`src/rtl/memorybank_node_pkg.sv`:
```
// Shared sizing and types for the node-information storage bank.
// Optional entry counter is enabled by defining MEMORYBANK_NODE_COUNT_EN.
package memorybank_node_pkg;

  localparam int WORD_WIDTH  = 16;
  localparam int MEM_DEPTH   = 64;
  localparam int INDEX_WIDTH = $clog2(MEM_DEPTH);

  typedef logic [WORD_WIDTH-1:0]  node_word_t;
  typedef logic [INDEX_WIDTH-1:0] node_index_t;

endpackage

```
`src/rtl/memorybank_node.sv`:
```
// Node-information storage bank: 64 x 16-bit words, sync write, combinational read.
// Define MEMORYBANK_NODE_COUNT_EN to add the registered entry_count output.
module memorybank_node
  import memorybank_node_pkg::*;
(
  input  logic                 clk,
  input  logic                 nrst,
  input  logic                 wr_en,
  input  node_index_t          index,
  input  node_word_t           data_in,
  output node_word_t           data_out,
  output logic                 data_valid
`ifdef MEMORYBANK_NODE_COUNT_EN
  ,
  output logic [INDEX_WIDTH:0] entry_count
`endif
);

  node_word_t             r_mem [MEM_DEPTH];
  logic [MEM_DEPTH-1:0]   r_valid;

  // Storage and valid vector; reset wins over a concurrent write.
  always_ff @(posedge clk) begin
    if (!nrst) begin
      for (int i = 0; i < MEM_DEPTH; i++) begin
        r_mem[i] <= {WORD_WIDTH{1'b0}};
      end
      r_valid <= {MEM_DEPTH{1'b0}};
    end else if (wr_en) begin
      r_mem[index]   <= data_in;
      r_valid[index] <= 1'b1;
    end
  end

  node_word_t w_rd_data;
  logic       w_rd_valid;

  // Combinational read port; a same-index write only shows after the edge.
  always_comb begin
    w_rd_data  = r_mem[index];
    w_rd_valid = r_valid[index];
  end

  assign data_out   = w_rd_data;
  assign data_valid = w_rd_valid;

`ifdef MEMORYBANK_NODE_COUNT_EN
  logic [INDEX_WIDTH:0] r_count;
  logic                 w_new_entry;

  // Only a write to a not-yet-valid entry grows the population count.
  always_comb begin
    if (wr_en) begin
      w_new_entry = ~r_valid[index];
    end else begin
      w_new_entry = 1'b0;
    end
  end

  // Population counter, updated on the same edge as the valid vector.
  always_ff @(posedge clk) begin
    if (!nrst) begin
      r_count <= {(INDEX_WIDTH+1){1'b0}};
    end else if (w_new_entry) begin
      r_count <= r_count + {{INDEX_WIDTH{1'b0}}, 1'b1};
    end
  end

  assign entry_count = r_count;
`endif

endmodule

```
`config.mk`:
```
export PLATFORM = sky130hd
export DESIGN_NAME = memorybank_node
export DESIGN_NICKNAME = d
export VERILOG_FILES = /design/src/rtl/memorybank_node_pkg.sv /design/src/rtl/memorybank_node.sv
export SDC_FILE = /design/constraint.sdc
export NUM_CORES = 1
export LEC_CHECK = 0
export ABC_AREA = 1
export BUFFER_PORTS_ARGS = -buffer_cell sky130_fd_sc_hd__buf_4
export CORE_UTILIZATION = 30
export CTS_CLUSTER_SIZE = 16
export DETAILED_ROUTE_END_ITERATION = 6
export HOLD_SLACK_MARGIN = 0.08
export PLACE_DENSITY = 0.44
export RECOVER_POWER = 100
export SYNTH_ARGS = -nofsm -noshare
export SYNTH_HDL_FRONTEND = slang
export SYNTH_SLANG_ARGS = --single-unit
```
`constraint.sdc`:
```
create_clock -name clk -period 5.1 [get_ports clk]
set_input_delay 1.02 -clock clk [delete_from_list [all_inputs] [get_ports clk]]
set_output_delay 1.02 -clock clk [all_outputs]
set_load 0.02 [all_outputs]
```
* Word level (Yosys, flattened, before mapping)
Memories as Yosys holds them, arrays and structs flattened.
Index checks and enable logic that the tools add are counted.
** Storage, ports and cells
- Output and inout port bits :: 17
- Memories :: 1
- RAM bits :: 1024
- Register bits :: 64
** Operators by class
- Order comparisons :: 2
- Reduce and logical (&&, ||, !) cells :: 2
- Muxes and demuxes :: 11
- Bitwise gates (word level) :: 1
** Memory list
- r_mem :: depth 64, width 16, rd ports 1, clocked after Yosys merged registers in 0, wr ports 64, line memorybank_node.sv:19 : node_word_t r_mem [MEM_DEPTH];
** Operators by type and width (number)
- $or 64x64->64 :: 1
- $mux 16 :: 1
- $reduce_or 16->1 :: 1
- $lt 6x7->1 const B :: 1
- $mux 1 :: 7
- $bmux 1 s6 :: 1
- $demux 1 s6 :: 1
- $ge 6x1->1 const B :: 1
- $mux 6 :: 1
- $logic_and 1x1->1 :: 1

* Logic depth before layout (Yosys ltp)
Gate-level depths: netlist (run 1).
- Depth after elaboration :: 5
- Depth in mapped cells :: 14
- Gate-level depth less buffers :: 11

* Least setup slack after synthesis (run 1)
Ideal clock, no wire load.
- Path kind :: input to output
- Start point :: input port index[0]
- End point :: output port data_out[0]
- Arrival :: 2.440 ns
- Buffers on the path :: 4
- Slack :: 1.640 ns
- Cell stages on the path :: 14
- Path through :: buf_2 -> buf_2 -> buf_2 -> buf_1 -> nand2_1 -> nand2_1 -> nand2_1 -> nand2_1 -> nand2_1 -> nand2_1 -> nand2_1 -> nand2_1 -> nor2_1 -> nand2_1
** On the way
- Longest elaborated chain between the ends :: 1
** Ends and longest elaborated chain
- start: declaration :: line memorybank_node.sv:9 : input node_index_t index,
- $mem_v2 64x16
- end: declaration :: line memorybank_node.sv:11 : output node_word_t data_out,
Every way passes these cells.

==> reports/qor.yml, run 1 <==
clk_latency_ns: 0.76
die_height_um: 412
cts_tree: "done"
synth_warnings: 0
io_buffers: 41
gr-usage-met2_pct: 33.0
post-route-util_pct: 34.3
yosys.area.top_type: "edfxtp_1"
htree_levels: 4
critPathArrivalTime_ns: 5.18
drive_above_1_share_pct: 5.66
critical_path_depth: 7
synth.top_cells.by_area: "edfxtp_1 61%, nand2_1 24%, nor2_1 8.0%"
rsz0062_at_grt: "false"
power_frac_clock_pct: 43.2
syn-cell-area_um2: 50500
post-place-ws_ns: 0.515
synth.distinct_cells: 23
power_density_nw_per_um2: 374
setup.worst_path.start_class: "input pin"
switching_share_pct: 25.4
synth-seq-area-share_pct: 63.5
yosys.area.top_type_share_pct: 60.9
layout_commonest_cell: "nand2_1"
drt_first_iter_violations: 3430
p_int_w: 0.0160
drc: 0
ff2ff_path_depth: 2
timing.fmax_ghz: 0.208
synth_area_per_cell_um2: 8.55
min_path_type: "flip-flop to flip-flop"
coreArea_um2: 167000
setup_ws_ns: 0.303
maxSlewHeadroom_pct: -1.80
overflow: 0
num_vias: 38536
rows: 150
grt_first_pass_wirelength_um: 256000
vdd_drop_max_mv: 0.244
gp_congestion: 0.860
cts_root_buf: "clkbuf_16"
numCtsBuffers: 132
status: "finished with violations"
worst_path_max_delay_cell: "clkbuf_1"
synth_cells: 5903
clockBufferDepth: 3
crit_path_max_incr_delay_ns: 0.89
setup_violations: 0
wl_per_cell_um: 21.4
fill_cells: 17484
routed_wl_um: 175000
first_global_vias: 37080
cts_setup_buffers: 0
cp_num_buf_inv: 3
maxCapViolations: 1
setup_tns_ns: 0
viasPerCell: 4.72
path_cells: "clkbuf_1, nand2_1, nor4_1, clkbuf_1, nand2_1, nand2_1, clkbuf_1"
post-dp-hpwl_um: 107000
syn2layout_area_growth_pct: 13.5
cts.sinks: 1088
violations: "max-capacitance violations, max-slew violations"
mostFrequentLayoutCells: "3215 x nand2_1, 1073 x nor2_1, 1024 x edfxtp_1"
critPathRequiredTime_ns: 5.48
end_kind: "flip-flop"
slew_viol_final: 5
grt_usage_pct: 20.5
drtAntennaViolNets: 0
finalCritPeriodShare_pct: 94.1
min_period_ns: 4.80
finClkSkew_ns: 0
chipWidth_um: 412
met3_usage_pct: 3.49
grt_max_degree: 130
num-nets-final: 5870
cts_resized: 0
initial_utilization_pct: 30.2
ys_ff_latch: 1088
io_pins: 42
antenna_found_initial: 8
crit_family: "simple AND/OR/NAND/NOR gates"
p_comb_share_pct: 8.7
leakagePower_nw: 25.1
seqPwrFrac_pct: 48.1
first_pass_iters: 5
syn_nets: 5928
critPathMaxFanout: 18
whs_path_depth: 2
finalHoldViolCount: 0
cts_hold_buf: 0
grt_use_met1_pct: 28.4
p_switching_w: 0.00545
die-area_um2: 170000
critPathKind: "input pin to flip-flop"
grt_busiest_layer: "met2"
clk_pin_slew_ns: 0.06
worst-slew-pin-transition_ns: 1.52
==> power groups by stage <==
stage                     clock (W)  sequential (W)  combinational (W)
final                       0.00925          0.0103            0.00185
after global routing        0.00975          0.0103            0.00204
after CTS                   0.00944          0.0103            0.00191
after detailed placement          0          0.0105            0.00191
after global placement            0          0.0105            0.00192
after floorplan                   0          0.0105            0.00109
==> worst paths after layout <==
path / startpoint / end / slack (ns)
setup reg to reg: r_valid[30]$_SDFFE_PN0P_ / r_valid[30]$_SDFFE_PN0P_ / 4.49
setup / recovery: nrst / r_mem[51][13]$_SDFFCE_PN0P_ / 0.30
hold / removal: r_valid[60]$_SDFFE_PN0P_ / r_valid[60]$_SDFFE_PN0P_ / 0.44
hold reg to reg: r_valid[60]$_SDFFE_PN0P_ / r_valid[60]$_SDFFE_PN0P_ / 0.44
==> flip-flops by register name (all words and copies together), names as in the netlist <==
signal	count
r_mem	1024
r_valid	64
==> synthesized netlist by cell type <==
library cell and instances:
buf_4 6, nor2_1 1072, nor2_2 1, nor4_2 1
edfxtp_1 1024, nor4_1 2, nand2_2 24, nor3_4 2
buf_2 34, nor4_4 3, o211ai_1 7, nand4_1 1
or2_2 5, nor3_1 4, nand3_1 6, dfxtp_1 64
inv_2 22, nand2_1 3195, clkbuf_1 338, inv_1 28
nor3_2 8, buf_1 25, o21ai_0 31
==> stage by stage <==
stage               total power (W)  std cells  hold WS (ns)  area [µm²]
floorplan                    0.0115       5903         0.423       50500
global placement             0.0124       7915         0.430       53600
detailed placement           0.0124       7915         0.433       53600
CTS                          0.0217       8157         0.442       57800
global route                 0.0221       8158         0.453       57300
finish                       0.0214       8158         0.440       57300
==> logic make-up (layout without fill, tap and decap cells) <==
group	Yosys count	in the layout	share of synthesized area [%]
other	0	1	0
and+or+nand+nor	4324	4324	32.6
buffers and inverters	453	503	3.50
DFF	1088	1088	63.5
AOI/OAI and AO/OA	38	38	0.412
==> layout make-up <==
class                      instances  area (µm²)  share of cell area [%]
clock buffer                     177        3630                    6.34
antenna                            1        2.50                 0.00437
sequential                      1088       32000                    55.9
multi-input combinational       4362       16600                    28.9
inverter                          50         225                   0.393
timing repair buffer             211        1510                    2.64
tap                             2204        2760                    4.82
clock inverter                    65         546                   0.953
==> layer usage <==
metal	up-vias	part of all wire, %
met5	-	0.021
met4	6	2.2
met3	226	5.7
met2	1010	47
met1	18855	45
li1	18439	-
==> worst reg2reg max path, stage by stage, from the launching register on <==
cell     delay, ns
dfxtp_1       0.30
inv_1         0.06
o21ai_0       0.08
Note: power is estimated with default switching activity, not from simulation.
==> run 2, diff against run 1 <==
--- a/config.mk
+++ b/config.mk
@@ -7,11 +7,11 @@
 export LEC_CHECK = 0
 export ABC_AREA = 1
 export BUFFER_PORTS_ARGS = -buffer_cell sky130_fd_sc_hd__buf_4
-export CORE_UTILIZATION = 30
+export CORE_UTILIZATION = 62
 export CTS_CLUSTER_SIZE = 16
 export DETAILED_ROUTE_END_ITERATION = 6
 export HOLD_SLACK_MARGIN = 0.08
-export PLACE_DENSITY = 0.44
+export PLACE_DENSITY = 0.78
 export RECOVER_POWER = 100
 export SYNTH_ARGS = -nofsm -noshare
 export SYNTH_HDL_FRONTEND = slang
==> run 2 against run 1 <==
- the flow still finishes with violations (max-capacitance violations, max-slew violations)
- critical path depth increased by 7
- hold slack improved by 0.00051 ns
- clock-buffer cell count decreased by 30
- largest cell class unchanged
- wire length decreased by 17%
- sequential share of layout area increased by 2.4 points
- global-route usage increased by 15 points
==> reports/qor.yml, run 2 (synthesis results as in run 1) <==
setup_violations: 0
drc: 0
layout_commonest_cell: "nand2_1"
cts_root_buf: "clkbuf_16"
clk_latency_ns: 0.69
rows: 104
setup_tns_ns: 0
routed_wl_um: 146000
crit_family: "buffers and inverters"
slew_viol_final: 8
die_height_um: 287
cp_num_buf_inv: 4
critPathArrivalTime_ns: 3.76
die-area_um2: 82500
first_global_vias: 37753
worst_path_max_delay_cell: "clkbuf_4"
worstReg2RegStart: "r_valid[47]$_SDFFE_PN0P_"
post-dp-hpwl_um: 85900
post-place-ws_ns: 0.577
place_area_um2: 51500
finClkSkew_ns: 0
setup.worst_path.start_class: "input pin"
timing.fmax_ghz: 0.209
finalHoldViolCount: 0
numCtsBuffers: 109
violations: "max-capacitance violations, max-slew violations"
leakagePower_nw: 24.7
chipWidth_um: 287
maxCapViolations: 1
cp_common_cell: "nand2_1"
wl_per_cell_um: 21.1
ff2ff_path_depth: 2
num-nets-final: 5780
end_kind: "output port"
critical_path_depth: 14
power_density_nw_per_um2: 372
crit_path_max_incr_delay_ns: 0.88
rsz0062_at_grt: "false"
coreArea_um2: 80500
syn2layout_area_growth_pct: 8.84
final-seq-area_um2: 32000
dpl.cell_count: 6704
final_cell_area_um2: 54900
io_pins: 42
grt_first_pass_wirelength_um: 220000
largest_register_ffs: 1024
cts_tree: "done"
drt_first_iter_violations: 5761
cts_resized: 0
viasPerCell: 5.82
worstReg2RegEnd: "r_valid[47]$_SDFFE_PN0P_"
min_period_ns: 4.78
gp_congestion: 0.942
cp-endpoint: "data_out[7]"
cts_hold_buf: 0
num_vias: 40240
grt_max_degree: 150
maxSlewHeadroom_pct: -62.1
first_pass_iters: 6
multi_input_area_um2: 16600
top_regs: "r_mem: 1024 flops, r_valid: 64 flops"
finalCritPeriodShare_pct: 93.7
clk_pin_slew_ns: 0.06
worst-slew-pin-transition_ns: 2.41
instances_no_fill: 6913
critPathRequiredTime_ns: 4.08
cts_setup_buffers: 0
htree_levels: 3
path_cells: "buf_8, inv_8, clkbuf_4, nand2_1, nand2_1, nand2_1, nand2_1, nand2_1, nand2_1, nand2_1, nand2_1, nor2_1, nand2_1, clkbuf_1"
grt_usage_pct: 35.4
clockBufferDepth: 3
initial_utilization_pct: 62.7
regToRegSetupSlack_ns: 4.47
worstSetupStartpoint: "index[0]"
largest_register: "r_mem"
overflow: 0
drive_above_1_share_pct: 5.25
drtAntennaViolNets: 0
cts.sinks: 1088
fill_cells: 6220
critPathKind: "input pin to output port"
antenna_found_initial: 6
min_path_type: "flip-flop to flip-flop"
critPathMaxFanout: 89
vdd_drop_max_mv: 0.341
post-route-util_pct: 68.2
mostFrequentLayoutCells: "3218 x nand2_1, 1073 x nor2_1, 1024 x edfxtp_1"
setup_ws_ns: 0.323
io_buffers: 41
status: "finished with violations"
run 2: changes by cell type in the layout (fill, tap and decap cells not counted), moves of 6 or more:
cell       change
bufinv_16      +6
clkbuf_1      -56
buf_12         -9
inv_2          +9
buf_4         -13
clkinv_1      -17
clkbuf_16     -27
clkbuf_8       +8
run 2: how the worst min path moves through the flow:
stage / depth (start not counted) / end / startpoint / slack [ns]
2_1_floorplan: 2 / r_valid[10]$_SDFFE_PN0P_ / r_valid[10]$_SDFFE_PN0P_ / 0.42
3_3_place_gp: 2 / r_valid[15]$_SDFFE_PN0P_ / r_valid[15]$_SDFFE_PN0P_ / 0.43
3_5_place_dp: 2 / r_valid[44]$_SDFFE_PN0P_ / r_valid[44]$_SDFFE_PN0P_ / 0.43
4_1_cts: 2 / r_valid[15]$_SDFFE_PN0P_ / r_valid[15]$_SDFFE_PN0P_ / 0.44
5_1_grt: 2 / r_valid[40]$_SDFFE_PN0P_ / r_valid[40]$_SDFFE_PN0P_ / 0.46
6_report: 2 / r_valid[44]$_SDFFE_PN0P_ / r_valid[44]$_SDFFE_PN0P_ / 0.44
run 2: area by class of cell:
cell class | instances | share of cell area (%)
sequential | 1088 | 58.3
multi-input combinational | 4362 | 30.2
clock buffer | 147 | 5.50
tap | 1060 | 2.41
timing repair buffer | 144 | 1.93
clock inverter | 61 | 1.28
inverter | 50 | 0.390
antenna | 1 | 0.00456
run 2: worst register-to-register path, stage by stage, from the launching register on:
cell and delay (ns):
dfxtp_1 0.33, nand2_1 0.08, nand2_1 0.07
run 2: stage by stage:
step	hold WS, ns	total power (W)
after floorplan	0.423	0.0115
after global placement	0.429	0.0122
after detailed placement	0.433	0.0122
after CTS	0.443	0.0204
after global routing	0.458	0.0209
final	0.441	0.0204
run 2: per-layer routing:
layer / global-route usage [%] / vias up / part of all wire, %
met1: 47.1 / 18819 / 36
li1: - / 18250 / -
met4: 18.4 / 10 / 5.3
met2: 55.0 / 2693 / 46
met5: 0 / - / 0.045
met3: 7.67 / 468 / 13
run 2: power by group:
group	switching, W	leakage (nW)	internal (W)
clock	0.00356	1.83	0.00483
sequential	0.000126	10.2	0.0102
combinational	0.00136	12.6	0.000382
total	0.00504	24.7	0.0154
